[src/rtl/button_debounce_if.sv]
// Board push-button bundle: raw pins in, debounced levels and strobes out.
// master drives the pins, slave is the debouncer.
interface button_debounce_if #(
  parameter int WIDTH = 4
);
  logic [WIDTH-1:0] btn_raw;
  logic [WIDTH-1:0] btn_state;
  logic [WIDTH-1:0] btn_press;
  logic [WIDTH-1:0] btn_release;
  logic             any_press;

  modport master (
    output btn_raw,
    input  btn_state,
    input  btn_press,
    input  btn_release,
    input  any_press
  );

  modport slave (
    input  btn_raw,
    output btn_state,
    output btn_press,
    output btn_release,
    output any_press
  );
endinterface

[src/rtl/button_debounce.sv]
// WIDTH-channel push-button debouncer in the clk100 domain.
// 2-flop sync, polarity normalise, per-channel stable/count FSM.
module button_debounce #(
  parameter int WIDTH           = 4,
  parameter int DEBOUNCE_CYCLES = 1000000,
  parameter int ACTIVE_LOW      = 1
) (
  input  logic              clk100,
  input  logic              rst,
  button_debounce_if.slave  bus
);

  localparam int CW = $clog2(DEBOUNCE_CYCLES);
  localparam logic [CW-1:0] CNT_MAX =
    CW'(DEBOUNCE_CYCLES - 1);
  localparam logic [WIDTH-1:0] REL_LVL =
    (ACTIVE_LOW != 0) ? {WIDTH{1'b1}} : {WIDTH{1'b0}};

  typedef enum logic {
    STABLE,
    COUNT
  } state_e;

  logic [WIDTH-1:0] sync1_q;
  logic [WIDTH-1:0] sync2_q;
  logic [WIDTH-1:0] s;

  state_e           st_q  [WIDTH];
  logic [CW-1:0]    cnt_q [WIDTH];
  logic [WIDTH-1:0] state_q;
  logic [WIDTH-1:0] press_q;
  logic [WIDTH-1:0] release_q;

  // Reset to the released pin level so a held button
  // is seen as a fresh change once reset lifts.
  always_ff @(posedge clk100) begin
    if (rst) begin
      sync1_q <= REL_LVL;
      sync2_q <= REL_LVL;
    end else begin
      sync1_q <= bus.btn_raw;
      sync2_q <= sync1_q;
    end
  end

  assign s = (ACTIVE_LOW != 0) ? ~sync2_q : sync2_q;

  always_ff @(posedge clk100) begin
    if (rst) begin
      for (int i = 0; i < WIDTH; i++) begin
        st_q[i]  <= STABLE;
        cnt_q[i] <= '0;
      end
      state_q   <= '0;
      press_q   <= '0;
      release_q <= '0;
    end else begin
      press_q   <= '0;
      release_q <= '0;
      for (int i = 0; i < WIDTH; i++) begin
        unique case (st_q[i])
          STABLE: begin
            if (s[i] != state_q[i]) begin
              st_q[i]  <= COUNT;
              cnt_q[i] <= CW'(1);
            end
          end
          COUNT: begin
            if (s[i] == state_q[i]) begin
              st_q[i]  <= STABLE;
              cnt_q[i] <= '0;
            end else if (cnt_q[i] == CNT_MAX) begin
              st_q[i]      <= STABLE;
              cnt_q[i]     <= '0;
              state_q[i]   <= s[i];
              press_q[i]   <= s[i];
              release_q[i] <= ~s[i];
            end else begin
              cnt_q[i] <= cnt_q[i] + CW'(1);
            end
          end
          default: begin
            st_q[i]  <= STABLE;
            cnt_q[i] <= '0;
          end
        endcase
      end
    end
  end

  assign bus.btn_state   = state_q;
  assign bus.btn_press   = press_q;
  assign bus.btn_release = release_q;
  assign bus.any_press   = |press_q;

endmodule

[src/flat_wrapper.sv]
// flat-port wrapper written by rule: the top's interface ports become plain ports
module button_debounce_flat 
#(
  parameter int WIDTH           = 4,
  parameter int DEBOUNCE_CYCLES = 1000000,
  parameter int ACTIVE_LOW      = 1
)
  (clk100, rst, bus_btn_raw, bus_btn_state, bus_btn_press, bus_btn_release, bus_any_press);
  button_debounce_if #(.WIDTH(WIDTH)) bus_i ();
  input  logic clk100;
  input  logic rst;
  input wire logic [$bits(bus_i.btn_raw)-1:0] bus_btn_raw;
  output wire logic [$bits(bus_i.btn_state)-1:0] bus_btn_state;
  output wire logic [$bits(bus_i.btn_press)-1:0] bus_btn_press;
  output wire logic [$bits(bus_i.btn_release)-1:0] bus_btn_release;
  output wire logic [$bits(bus_i.any_press)-1:0] bus_any_press;
  assign bus_i.btn_raw = bus_btn_raw;
  assign bus_btn_state = bus_i.btn_state;
  assign bus_btn_press = bus_i.btn_press;
  assign bus_btn_release = bus_i.btn_release;
  assign bus_any_press = bus_i.any_press;
  button_debounce #(.WIDTH(WIDTH), .DEBOUNCE_CYCLES(DEBOUNCE_CYCLES), .ACTIVE_LOW(ACTIVE_LOW)) u_core (.clk100(clk100), .rst(rst), .bus(bus_i));
endmodule
[config.mk]
export PLATFORM = sky130hd
export DESIGN_NAME = button_debounce_flat
export DESIGN_NICKNAME = d
export VERILOG_FILES = /design/src/rtl/button_debounce_if.sv /design/src/rtl/button_debounce.sv /design/src/flat_wrapper.sv
export SDC_FILE = /design/constraint.sdc
export NUM_CORES = 1
export LEC_CHECK = 0
export ABC_AREA = 1
export CAP_MARGIN = 10
export CORE_MARGIN = 4
export CORE_UTILIZATION = 56
export DETAILED_ROUTE_END_ITERATION = 16
export GPL_TIMING_DRIVEN = 0
export PLACE_DENSITY = 0.77
export SLEW_MARGIN = 10
export SYNTH_ARGS = -nofsm -noshare
export SYNTH_HDL_FRONTEND = slang
export SYNTH_SLANG_ARGS = --single-unit
[constraint.sdc]
create_clock -name clk100 -period 1.8 [get_ports clk100]
set_input_delay 0.27 -clock clk100 [delete_from_list [all_inputs] [get_ports clk100]]
set_output_delay 0.27 -clock clk100 [all_outputs]
set_load 0.005 [all_outputs]
---- Yosys cells after proc, flatten, opt, wreduce, memory -nomap -nowiden ----
Memories as Yosys holds them, arrays and structs flattened.
Cells that the tools add are included.
word-level totals
  register bits ........................... 20
  bits in latches ......................... 0
  bits in writable memories ............... 84
  memory bits (read-only) ................. 0
  bits of input ports ..................... 6
  output and inout port bits .............. 13
  logic and storage cells ................. 188
  memories kept ........................... 2
operators by class
  add/sub/neg operators ................... 4
  $mul .................................... 0
  div/mod/pow operators ................... 0
  magnitude comparators ................... 0
  equality and inequality tests ........... 12
  shifts and indexed selects .............. 0
  muxes and demuxes ....................... 102
  bitwise logic cells ..................... 45
  reduce and logical (&&, ||, !) cells .... 9
memory list
  name          depth  bits a word  read ports  clocked after memory_dff  write ports  line                   RTL
  u_core.cnt_q  4      20           4           0                         4            button_debounce.sv:29  logic [CW-1:0] cnt_q [WIDTH];
  u_core.st_q   4      1            4           0                         4            button_debounce.sv:28  state_e st_q [WIDTH];
operator list
  operator                                       number
  2-to-1 mux 20 bit                              16
  2-to-1 mux 1 bit                               86
  adder 20 x 1 -> 20 bit, second input constant  4
  equality test 20 bit, second input constant    4
  OR 1 bit                                       28
  OR reduction 4 bit                             5
  NOT 1 bit                                      16
  AND reduction 3 bit                            4
  equality test 1 bit                            4
  != test 1 bit                                  4
  NOT 4 bit                                      1

---- Logic depth before layout (Yosys ltp) ----
  depth in word-level cells ............... 10
  mapped depth ............................ 9
  gate-level depth less buffers ........... 9

---- Least setup slack after synthesis ----
Ideal clock, no wire load.
  path kind ............................... register to register
  start ................................... register u_core.state_q[2], in the netlist u_core.bus.btn_state[2]
  end ..................................... memory u_core.st_q[2] in the netlist's numbering, enable pin
  setup time .............................. 0.258 ns
  data arrival time ....................... 1.584 ns
  slack ................................... -0.041 ns
  stages on the path, launching flop included .. 4
  period minus slack after synthesis ...... 1.841 ns
  path through ............................ dfxtp_1 > xor2_1 > nand3_1 > a21boi_0
RTL lines
  element                           line                   RTL
  start: declaration                button_debounce.sv:30  logic [WIDTH-1:0] state_q;
  start signal: indexed assignment  button_debounce.sv:75  state_q[i] <= s[i];
  end: declaration                  button_debounce.sv:28

---- Final worst setup path ----
  start ................................... register u_core.press_q[1], in the netlist u_core.bus.btn_press[1]
  end ..................................... output bus_any_press
on the way
  word-level cells in the longest chain between the ends .. 1
ends and longest elaborated chain
  element                           line                   RTL
  start: declaration                button_debounce.sv:31  logic [WIDTH-1:0] press_q;
  start signal: indexed assignment  button_debounce.sv:76  press_q[i] <= s[i];
  OR reduction 4 bit                button_debounce.sv:94  assign bus.any_press = |press_q;
  end: declaration                  flat_wrapper.sv:16     output wire logic [$bits(bus_i.any_press)-1:0] bus_any_press;
Every way passes these cells.

==> metrics.txt <==
global-route wire length before repair=20800 µm; Worst slew margin=71.9%; Num CTS Buffers=9; ANT cells=0; Max Clk Rate=0.574 GHz; Seq/Total Area, Yosys=49.1%; layout cells sized above 1=12.8%; number of max-cap violations=0; gp weighted congestion=0.888; # port buffers=18; CP Launch Type=flip-flop; Top delay family on crit path=simple AND/OR/NAND/NOR gates; Seq cells post-synth=104; Worst-path clk slew=100 ps; Slew Viols, Final=0; CORE AREA=10300 µm²; filler cell count=826; Least-Margin Pin Slew=417 ps; VDD IR max=~0.0006 V; CP arrival=roughly 1500 ps; Initial Utilization=57.6%; Lkg Pwr=2.42 nW; Synth Warn #=0; Area Overhead vs Synth=12.6%; internal power of the cells=between 0.003 and 0.004 W; post-synth cell types=33; Register Area=around 2900 µm²; CP cell instances=or4_4 > clkdlybuf4s15_1; top cell type's share of synthesized area=42.4%; final wirelength=12300 µm; GRT Total Usage=20.1%; Max FO, Critical Path=2; largest area contributor in the netlist=edfxtp_1; # DRC=0; slack of the critical path=57.4 ps; die outline width=111 µm; clk sinks=104; critical path's slowest cell=or4_4; antenna violations before repair=0; HPWL after DPL=~8500 µm; Synth Cell Area=between 5000 and 6000 µm²; Crit Path Category=flip-flop to output pin; slowest stage delay, CP=540 ps; Clock Root Buffer=clkbuf_8; chip height=~110 µm; commonest non-fill, non-tap cell in the layout=nand2_1; Post-Layout Inst Area=6700 µm²; Clk Latency, worst-skew pair=~370 ps; row cnt=37; Reg power frac=61.6%; area of the multi-input gates=2760 µm²; PwrDens=around 700 nW/µm²; # setup viols final=0; placed cell area=6300 µm²; H-tree lvl count=3; syn avg cell area=8.19 µm²; CTS tree=yes; period utilisation layout=96.8%; pin count of the biggest net entering global routing=22; number of routed nets with antenna violations=0; CP endpoint kind=output pin; total number of vias=4857; top cells by area, synth=edfxtp_1 (42%), nand2_1 (11%), nor2_1 (9.7%); commonest cells after routing, fill and taps aside=nand2_1 (168), nor2_1 (150), edfxtp_1 (84), inv_1 (75), nand3_1 (38); fin crit period=1740 ps; I/O pin total=19; met2 wire len=5740 µm; Vias/cell=~5.3; final hold viol count=0; DP Worst Slack=-872 ps; Longest Clk Path Bufs=2; met3 wire length=530 µm; Switching Power=0.00122 W; die area=12300 µm²; Bufs and invs on worst path=1; First DRT Iteration DRCs=between 300 and 400; EDFF count, synth=84; Max Clock Skew=6.65 ps; Comb power frac=7.8%; vias in the first global route=~4600; setup TNS=0 ps; met1 wire length=5850 µm; final-stage net count=780; status=finished clean; Clk pwr share=30.6%; WL/cell=approximately 13 µm; Syn Inst Count=between 700 and 800; WP data required=1530 ps; grt ovf=0; asr flop ratio synth=0%; HP Class=flip-flop to flip-flop; post-synth net total=736; top layer in use=met4; DRT Pass-1 Iters=7; Sw Ratio=26.0%; Fin Hold WS=421 ps; Most used DFF post-synth=edfxtp_1
==> power groups by stage <==
stage	registers [W]	logic (W)	clock network, W
finish	0.00289	0.000366	0.00143
global route	0.00291	0.000422	0.00154
CTS	0.00288	0.000354	0.00145
detailed placement	0.00295	0.000323	0
global placement	0.00294	0.000316	0
floorplan	0.00290	0.000256	0
==> path summary, 6_finish.rpt <==
kind / start / endpoint / slack (ps) / cells after the start
worst max-delay path: u_core.bus.btn_press[1] / bus_any_press / 60 / 2
worst min-delay path: u_core.sync1_q[2] / u_core.sync2_q[2] / 420 / 1
worst max register to register: u_core.cnt_q[1][1] / u_core.cnt_q[1][6] / 90 / 7
worst min register to register: u_core.sync1_q[2] / u_core.sync2_q[2] / 420 / 1
==> layer usage <==
layer | global-route usage, % | vias to the layer above
li1 | - | 2465
met4 | 6.08 | 0
met5 | 0 | -
met1 | 27.7 | 2251
met3 | 3.82 | 16
met2 | 32.6 | 125
==> what timing repair did <==
action / 4_1_cts / 5_1_grt
setup buffers: 4 / 11
setup endpoints to repair: 86 / 84
pin swaps: 0 / 2
resized for setup: 13 / 13
hold buffers: 0 / 0
==> logic make-up (layout without fill, tap and decap cells) <==
family	Yosys count	count (layout)	synth area share, %
buffers and inverters	84	133	6.12
DFF	104	104	49.1
AOI/OAI and AO/OA	49	49	4.69
xor gates and xnor gates	34	34	5.01
adders and majority gates	4	4	0.841
and+or+nand+nor	451	451	34.2
==> synthesized netlist by cell type (6+ instances only) <==
master,count
nand2_1,170
nor2_1,153
edfxtp_1,84
inv_1,76
nand3_1,41
a21oi_1,32
xor2_1,22
nand4_1,21
dfxtp_1,20
nor3_1,14
or2_2,12
xnor2_1,12
nand3b_1,9
nor2_2,9
o21ai_0,8
buf_6,6
nand3_2,6
==> sequential cells by signal, summed over array words and instances (netlist names) <==
| signal | cells |
|---|---|
| u_core.bus.btn_press | 4 |
| u_core.sync1_q | 4 |
| u_core.cnt_q | 80 |
| u_core.bus.btn_state | 4 |
| u_core.st_q | 4 |
| u_core.bus.btn_release | 4 |
| u_core.sync2_q | 4 |
==> stage by stage <==
step                util (%)  instances  total power (W)
detailed placement      61.1        880          0.00327
global placement        61.1        880          0.00326
global route            64.9        911          0.00488
finish                  64.9        911          0.00469
floorplan                  -        726          0.00316
CTS                     63.6        900          0.00469
==> cell type report <==
type	count	share of cell area, %
clock inverter	6	0.598
sequential	104	43.7
multi-input combinational	538	41.1
inverter	76	4.26
clock buffer	10	2.22
buffer	8	1.18
timing repair buffer	33	4.41
tap	136	2.54
(Power assumes the default switching activity.)
